$ cat src/rtl/ps2_key_sequencer.sv
// PS/2 scan-code sequencer: folds E0 / F0 prefix bytes into single key events
// ({ext, brk, code}) and queues them in a small first-word-fall-through FIFO.
// A prefix that is not followed by a byte within TIMEOUT_CYCLES clocks is
// abandoned with a proto_err pulse.
module ps2_key_sequencer #(
  parameter int DEPTH          = 4,
  parameter int TIMEOUT_CYCLES = 50000
) (
  input  logic       clk,
  input  logic       reset,
  input  logic [7:0] din,
  input  logic       rx_done_tick,
  input  logic       key_pop,
  output logic [7:0] key_code,
  output logic       key_ext,
  output logic       key_break,
  output logic       key_valid,
  output logic       fifo_full,
  output logic       overflow,
  output logic       proto_err
);

  // Pointer / counter widths. The timer only needs to reach TIMEOUT_CYCLES-1.
  localparam int AW = $clog2(DEPTH);
  localparam int TW = (TIMEOUT_CYCLES > 1) ? $clog2(TIMEOUT_CYCLES) : 1;

  localparam logic [TW-1:0] TIMER_LAST = TW'(TIMEOUT_CYCLES - 1);
  localparam logic [AW:0]   FULL_COUNT = (AW + 1)'(DEPTH);

  localparam logic [7:0] BYTE_E0 = 8'hE0;
  localparam logic [7:0] BYTE_F0 = 8'hF0;
  localparam logic [7:0] BYTE_FA = 8'hFA;
  localparam logic [7:0] BYTE_AA = 8'hAA;

  typedef enum logic [1:0] {
    ST_IDLE,
    ST_GOT_E0,
    ST_GOT_F0,
    ST_GOT_E0F0
  } state_t;

  // ---------------------------------------------------------------------------
  // Prefix decoder
  // ---------------------------------------------------------------------------
  state_t          state_q, state_d;
  logic [TW-1:0]   timer_q, timer_d;
  logic            proto_err_q, proto_err_d;
  logic            push_req;
  logic [9:0]      push_event;   // {ext, brk, code}

  // Decoder state, prefix timer and error pulse registers.
  always_ff @(posedge clk) begin
    if (reset) begin
      state_q     <= ST_IDLE;
      timer_q     <= '0;
      proto_err_q <= 1'b0;
    end else begin
      state_q     <= state_d;
      timer_q     <= timer_d;
      proto_err_q <= proto_err_d;
    end
  end

  // Next-state decode: bytes are only looked at on rx_done_tick; otherwise the
  // timer runs while a prefix is pending and abandons it on expiry.
  always_comb begin
    state_d     = state_q;
    timer_d     = timer_q;
    proto_err_d = 1'b0;
    push_req    = 1'b0;
    push_event  = {2'b00, din};

    if (state_q == ST_IDLE) begin
      timer_d = '0;
    end else begin
      timer_d = timer_q + TW'(1);
    end

    if (rx_done_tick) begin
      // Any accepted byte restarts the prefix timer.
      timer_d = '0;
      case (state_q)
        ST_IDLE: begin
          if (din == BYTE_E0) begin
            state_d = ST_GOT_E0;
          end else if (din == BYTE_F0) begin
            state_d = ST_GOT_F0;
          end else if ((din != BYTE_FA) && (din != BYTE_AA)) begin
            // ACK (FA) and self-test pass (AA) are keyboard chatter, not keys.
            push_req   = 1'b1;
            push_event = {2'b00, din};
          end
        end
        ST_GOT_E0: begin
          if (din == BYTE_F0) begin
            state_d = ST_GOT_E0F0;
          end else if (din == BYTE_E0) begin
            state_d = ST_GOT_E0;
          end else begin
            push_req   = 1'b1;
            push_event = {2'b10, din};
            state_d    = ST_IDLE;
          end
        end
        ST_GOT_F0: begin
          state_d = ST_IDLE;
          if ((din == BYTE_E0) || (din == BYTE_F0)) begin
            proto_err_d = 1'b1;
          end else begin
            push_req   = 1'b1;
            push_event = {2'b01, din};
          end
        end
        ST_GOT_E0F0: begin
          state_d = ST_IDLE;
          if ((din == BYTE_E0) || (din == BYTE_F0)) begin
            proto_err_d = 1'b1;
          end else begin
            push_req   = 1'b1;
            push_event = {2'b11, din};
          end
        end
        default: begin
          state_d = ST_IDLE;
        end
      endcase
    end else if ((state_q != ST_IDLE) && (timer_q == TIMER_LAST)) begin
      // Prefix waited too long for its key byte: drop it.
      state_d     = ST_IDLE;
      timer_d     = '0;
      proto_err_d = 1'b1;
    end
  end

  // ---------------------------------------------------------------------------
  // Event FIFO (first-word fall-through)
  // ---------------------------------------------------------------------------
  logic [9:0]    mem_q [DEPTH];
  logic [AW-1:0] rd_ptr_q, rd_ptr_d;
  logic [AW-1:0] wr_ptr_q, wr_ptr_d;
  logic [AW:0]   count_q,  count_d;
  logic          overflow_q, overflow_d;
  logic          fifo_empty;
  logic          fifo_is_full;
  logic          do_push;
  logic          do_pop;
  logic [9:0]    head_event;

  assign fifo_empty   = (count_q == '0);
  assign fifo_is_full = (count_q == FULL_COUNT);

  // A pop on a full FIFO frees the slot the simultaneous push needs.
  assign do_pop  = key_pop && !fifo_empty;
  assign do_push = push_req && (!fifo_is_full || do_pop);

  // FIFO bookkeeping: pointers wrap by width, occupancy moves by push - pop.
  always_comb begin
    rd_ptr_d   = rd_ptr_q;
    wr_ptr_d   = wr_ptr_q;
    count_d    = count_q;
    overflow_d = overflow_q;

    if (do_pop) begin
      rd_ptr_d = rd_ptr_q + AW'(1);
    end
    if (do_push) begin
      wr_ptr_d = wr_ptr_q + AW'(1);
    end

    case ({do_push, do_pop})
      2'b10:   count_d = count_q + (AW + 1)'(1);
      2'b01:   count_d = count_q - (AW + 1)'(1);
      default: count_d = count_q;
    endcase

    if (push_req && !do_push) begin
      // Event lost to a full FIFO; latched until reset.
      overflow_d = 1'b1;
    end
  end

  // FIFO control registers.
  always_ff @(posedge clk) begin
    if (reset) begin
      rd_ptr_q   <= '0;
      wr_ptr_q   <= '0;
      count_q    <= '0;
      overflow_q <= 1'b0;
    end else begin
      rd_ptr_q   <= rd_ptr_d;
      wr_ptr_q   <= wr_ptr_d;
      count_q    <= count_d;
      overflow_q <= overflow_d;
    end
  end

  // Event storage; contents need no reset because count gates visibility.
  always_ff @(posedge clk) begin
    if (!reset && do_push) begin
      mem_q[wr_ptr_q] <= push_event;
    end
  end

  // Head of queue is shown directly; an empty FIFO presents all zeros.
  assign head_event = fifo_empty ? 10'h000 : mem_q[rd_ptr_q];

  assign key_code  = head_event[7:0];
  assign key_break = head_event[8];
  assign key_ext   = head_event[9];
  assign key_valid = !fifo_empty;
  assign fifo_full = fifo_is_full;
  assign overflow  = overflow_q;
  assign proto_err = proto_err_q;

endmodule

$ cat config.mk
export PLATFORM = sky130hd
export DESIGN_NAME = ps2_key_sequencer
export DESIGN_NICKNAME = d
export VERILOG_FILES = /design/src/rtl/ps2_key_sequencer.sv
export SDC_FILE = /design/constraint.sdc
export NUM_CORES = 1
export LEC_CHECK = 0
export ABC_AREA = 1
export BUFFER_PORTS_ARGS = -buffer_cell sky130_fd_sc_hd__buf_2
export CAP_MARGIN = 15
export CORE_ASPECT_RATIO = 2
export CORE_MARGIN = 4
export CORE_UTILIZATION = 37
export CTS_BUF_LIST = sky130_fd_sc_hd__clkbuf_4 sky130_fd_sc_hd__clkbuf_8 sky130_fd_sc_hd__clkbuf_16
export CTS_CLUSTER_DIAMETER = 50
export CTS_CLUSTER_SIZE = 40
export DETAILED_ROUTE_END_ITERATION = 8
export HOLD_SLACK_MARGIN = 0.08
export PLACE_DENSITY = 0.53
export SKIP_CTS_REPAIR_TIMING = 1
export SYNTH_ARGS = -nofsm -noshare
export SYNTH_HDL_FRONTEND = slang
export SYNTH_SLANG_ARGS = --single-unit
$ cat constraint.sdc
create_clock -name clk -period 2.6 [get_ports clk]
set_input_delay 0.13 -clock clk [delete_from_list [all_inputs] [get_ports clk]]
set_output_delay 0.13 -clock clk [all_outputs]
set_load 0.01 [all_outputs]
==> reports/summary.json <==
{
  "grt": {
    "number_of_antenna_violations_at_the_first_check_in_global_routing": 0,
    "grt.total_usage_pct": 14.1,
    "grt_first_pass_wirelength_mm": 10.6,
    "via_count_of_the_first_global_routing_pass": 2269,
    "globalRouteOverflowTotal": 0,
    "grt_start_max_net_pins": 21
  },
  "timing": {
    "number_of_failing_setup_endpoints_in_the_final_timing_report": 0,
    "rsz_0062_raised_after_global_routing": "false",
    "final-hold-violation-count": 0,
    "fmax_mhz": 472,
    "final_period_minus_worst_setup_slack_ns": 2.12,
    "drv_slew": 0,
    "slew_headroom_pct": 66.3,
    "finalSetupTns_ns": 0,
    "timing.final.ws_setup_ns": 0.482,
    "clock-skew-final_ns": 0.00855,
    "worst_max_slew_pin_slew_ns": 0.506,
    "final_worst_path_period_share_pct": 81.5
  },
  "cells_and_area": {
    "nNetsFinal": 402,
    "layoutNonFillerInstCount": 487,
    "layout-area-overhead-vs-synth_pct": 19.7,
    "fillCellCount": 821,
    "utilization_pct": 45.4,
    "n_antenna_cell": 0,
    "final_layout_size_suffix_gt1_share_pct": 16.7
  },
  "route": {
    "routed_wirelength_mm": 6.29,
    "vias_per_cell": 4.69,
    "drt-wirelength-per-cell_um": 12.9,
    "route.vias.total": 2286,
    "dr.pass1.iters": 4,
    "remaining_drc_errors": 0,
    "m1WireLength_mm": 2.26,
    "initialDrtViolationCount": 88,
    "route.antenna.remaining_nets": 0,
    "highest-signal-layer": "met4",
    "routed_met3_length_um": 139,
    "routed-wl-met2_mm": 3.74
  },
  "yosys": {
    "yosys_warnings": 0,
    "postSynthRegisterBits": 69,
    "most_common_cell_in_the_netlist": "sky130_fd_sc_hd__nor2_1",
    "netlist.top_cell.by_area": "sky130_fd_sc_hd__edfxtp_1",
    "synth_area_sq_mm": 0.00313,
    "synth_area_leaders": "sky130_fd_sc_hd__edfxtp_1, sky130_fd_sc_hd__dfxtp_1, sky130_fd_sc_hd__nor2_1",
    "synthFlopType": "sky130_fd_sc_hd__edfxtp_1",
    "netlist.area_leader.share_pct": 38.4,
    "count_of_flip_flops_with_a_built_in_enable_after_synthesis": 40,
    "sequential_fraction_of_the_synthesis_area_pct": 57.0,
    "synth_cell_type_count": 34,
    "synth_cells": 341,
    "post_synth.cell_area_avg_sq_um": 9.17,
    "synth_top_cells_by_count": "sky130_fd_sc_hd__nor2_1, sky130_fd_sc_hd__inv_1, sky130_fd_sc_hd__edfxtp_1",
    "synthArstFlopShare_pct": 0,
    "synth_nets": 359
  },
  "setup_path": {
    "path_max_fanout": 6,
    "criticalPathCategory": "input pin to flip-flop",
    "crit_arrival_ns": 2.34,
    "worstPathRequired_ns": 2.82,
    "max_stage_delay_ns": 0.53,
    "cp_slowest_cell": "sky130_fd_sc_hd__dlygate4sd3_1",
    "critical_path_cell_list": "dlygate4sd3_1 -> buf_2 -> nand2_1 -> nor2_1 -> nand2_1 -> nand2_2 -> nor2_1 -> nand2_1 -> nand2_2 -> inv_1 -> fa_1 -> inv_1 -> nand3_1 -> a21oi_1 -> nor2_1",
    "startpoint": "din[6]",
    "rr_startpoint": "count_q[0]",
    "setup.worst_path.end_class": "flip-flop",
    "worstSetupStartpointType": "input pin"
  },
  "floorplan": {
    "floorplan.die_area_sq_mm": 0.0101,
    "io-pin-count": 26,
    "core-area_sq_mm": 0.00823,
    "dieHeight_um": 138,
    "initial_utilization_pct": 38.0,
    "std_cell_rows": 47,
    "die_w_um": 73.0
  },
  "clocking": {
    "clock_sink_count": 69,
    "clk_latency_ns": 0.33,
    "ctsRootBufferMaster": "sky130_fd_sc_hd__clkbuf_16",
    "ctsHtreeMaxLevel": 3,
    "cts_tree": "yes",
    "max-clock-path-buffers": 2,
    "cts_made_buffers": 9,
    "clk_pin_slew_ns": 0.05
  },
  "hold_path": {
    "hold_crit_class": "input pin to flip-flop",
    "worstHoldStart": "din[1]"
  },
  "placement": {
    "io_buffer_count": 25,
    "dp.final_hpwl_mm": 4.79,
    "gp_congestion": 0.807,
    "preCtsSetupSlack_ns": 0.679,
    "placed_insts": 464
  },
  "run": {
    "max_cap_violations": 0
  },
  "power": {
    "leakage_nw": 1.47,
    "power.density_mw_per_mm2": 760,
    "vdd_ir_drop_max_mv": 0.394
  },
  "outcome": {
    "run_status": "finished, final reports clean"
  }
}
[critical path: cells and delay by family]
kind	cells	cell delay, ns
AND/OR/NAND/NOR	9	0.86
buffers and inverters	4	0.81
adder cells (fa/ha/maj)	1	0.38
AO/OA/AOI/OAI	1	0.15
[metal layers]
metal  up-vias  track usage [%]
li1       1217                -
met1      1043             13.4
met2        19             26.9
met3         7             3.12
met4         0             7.70
met5         -                0
[cell usage in the layout (no fill, tap or decap), drive strengths merged, types with 2 or more instances in the layout]
cell type / count
nor3b: 3
dlygate4sd3: 7
o21a: 2
clkinvlp: 2
nor3: 8
edfxtp: 40
clkbuf: 12
nand2: 43
o21ai: 26
a21oi: 28
inv: 45
clkinv: 4
ha: 5
nand3: 11
nor2: 76
xor2: 4
dfxtp: 29
nand4: 5
buf: 31
[path summary, 6_finish.rpt]
path                               endpoint  slack, ns  depth (start not counted)
worst max-delay path             count_q[2]       0.48                         15
worst min-delay path            mem_q[3][1]       0.06                          1
worst max register to register   count_q[2]       0.76                         11
worst min register to register   timer_q[0]       0.46                          1
[kinds of logic (layout without fill, tap and decap cells)]
| logic type | count (synthesis) | in the layout | share of synthesized area, % |
|---|---|---|---|
| AO/OA/AOI/OAI | 59 | 59 | 9.97 |
| XOR/XNOR | 4 | 4 | 1.12 |
| adder cells (fa/ha/maj) | 6 | 6 | 2.64 |
| buffers and inverters | 53 | 101 | 6.49 |
| flip-flops | 69 | 69 | 57.0 |
| AND/OR/NAND/NOR | 150 | 150 | 22.8 |
[final cells by class]
cell class              count  area (sq um)  share of cell area (%)
multi-input cells         219          1140                    30.5
well taps                  98           123                    3.28
inverters                  47           176                    4.72
clock inverters             4          25.0                   0.669
flip-flops and latches     69          1780                    47.6
repair buffers             38           240                    6.42
clock buffers              12           254                    6.79
[metrics by stage]
step	hold slack (ns)	cell area [sq um]	power, mW
3_5_place_dp	0.389	3390	1.76
3_3_place_gp	0.384	3390	1.75
4_1_cts	0.0420	3670	2.89
2_1_floorplan	0.199	3130	1.56
5_1_grt	0.0844	3740	3.00
6_report	0.0582	3740	2.84
[state kept, by name, indices dropped and copies added (netlist names), named ones only]
signal / cells
timer_q: 16
overflow: 1
state_q: 2
mem_q: 40
wr_ptr_q: 2
count_q: 3
rd_ptr_q: 2
proto_err: 1
[power breakdown]
part           switching (mW)  leakage (nW)  internal, mW
sequential             0.0286         0.600          1.21
combinational           0.320         0.732         0.168
clock                   0.428         0.135         0.688
total                   0.777          1.47          2.07
No activity file was read; power rests on OpenSTA's default activity.
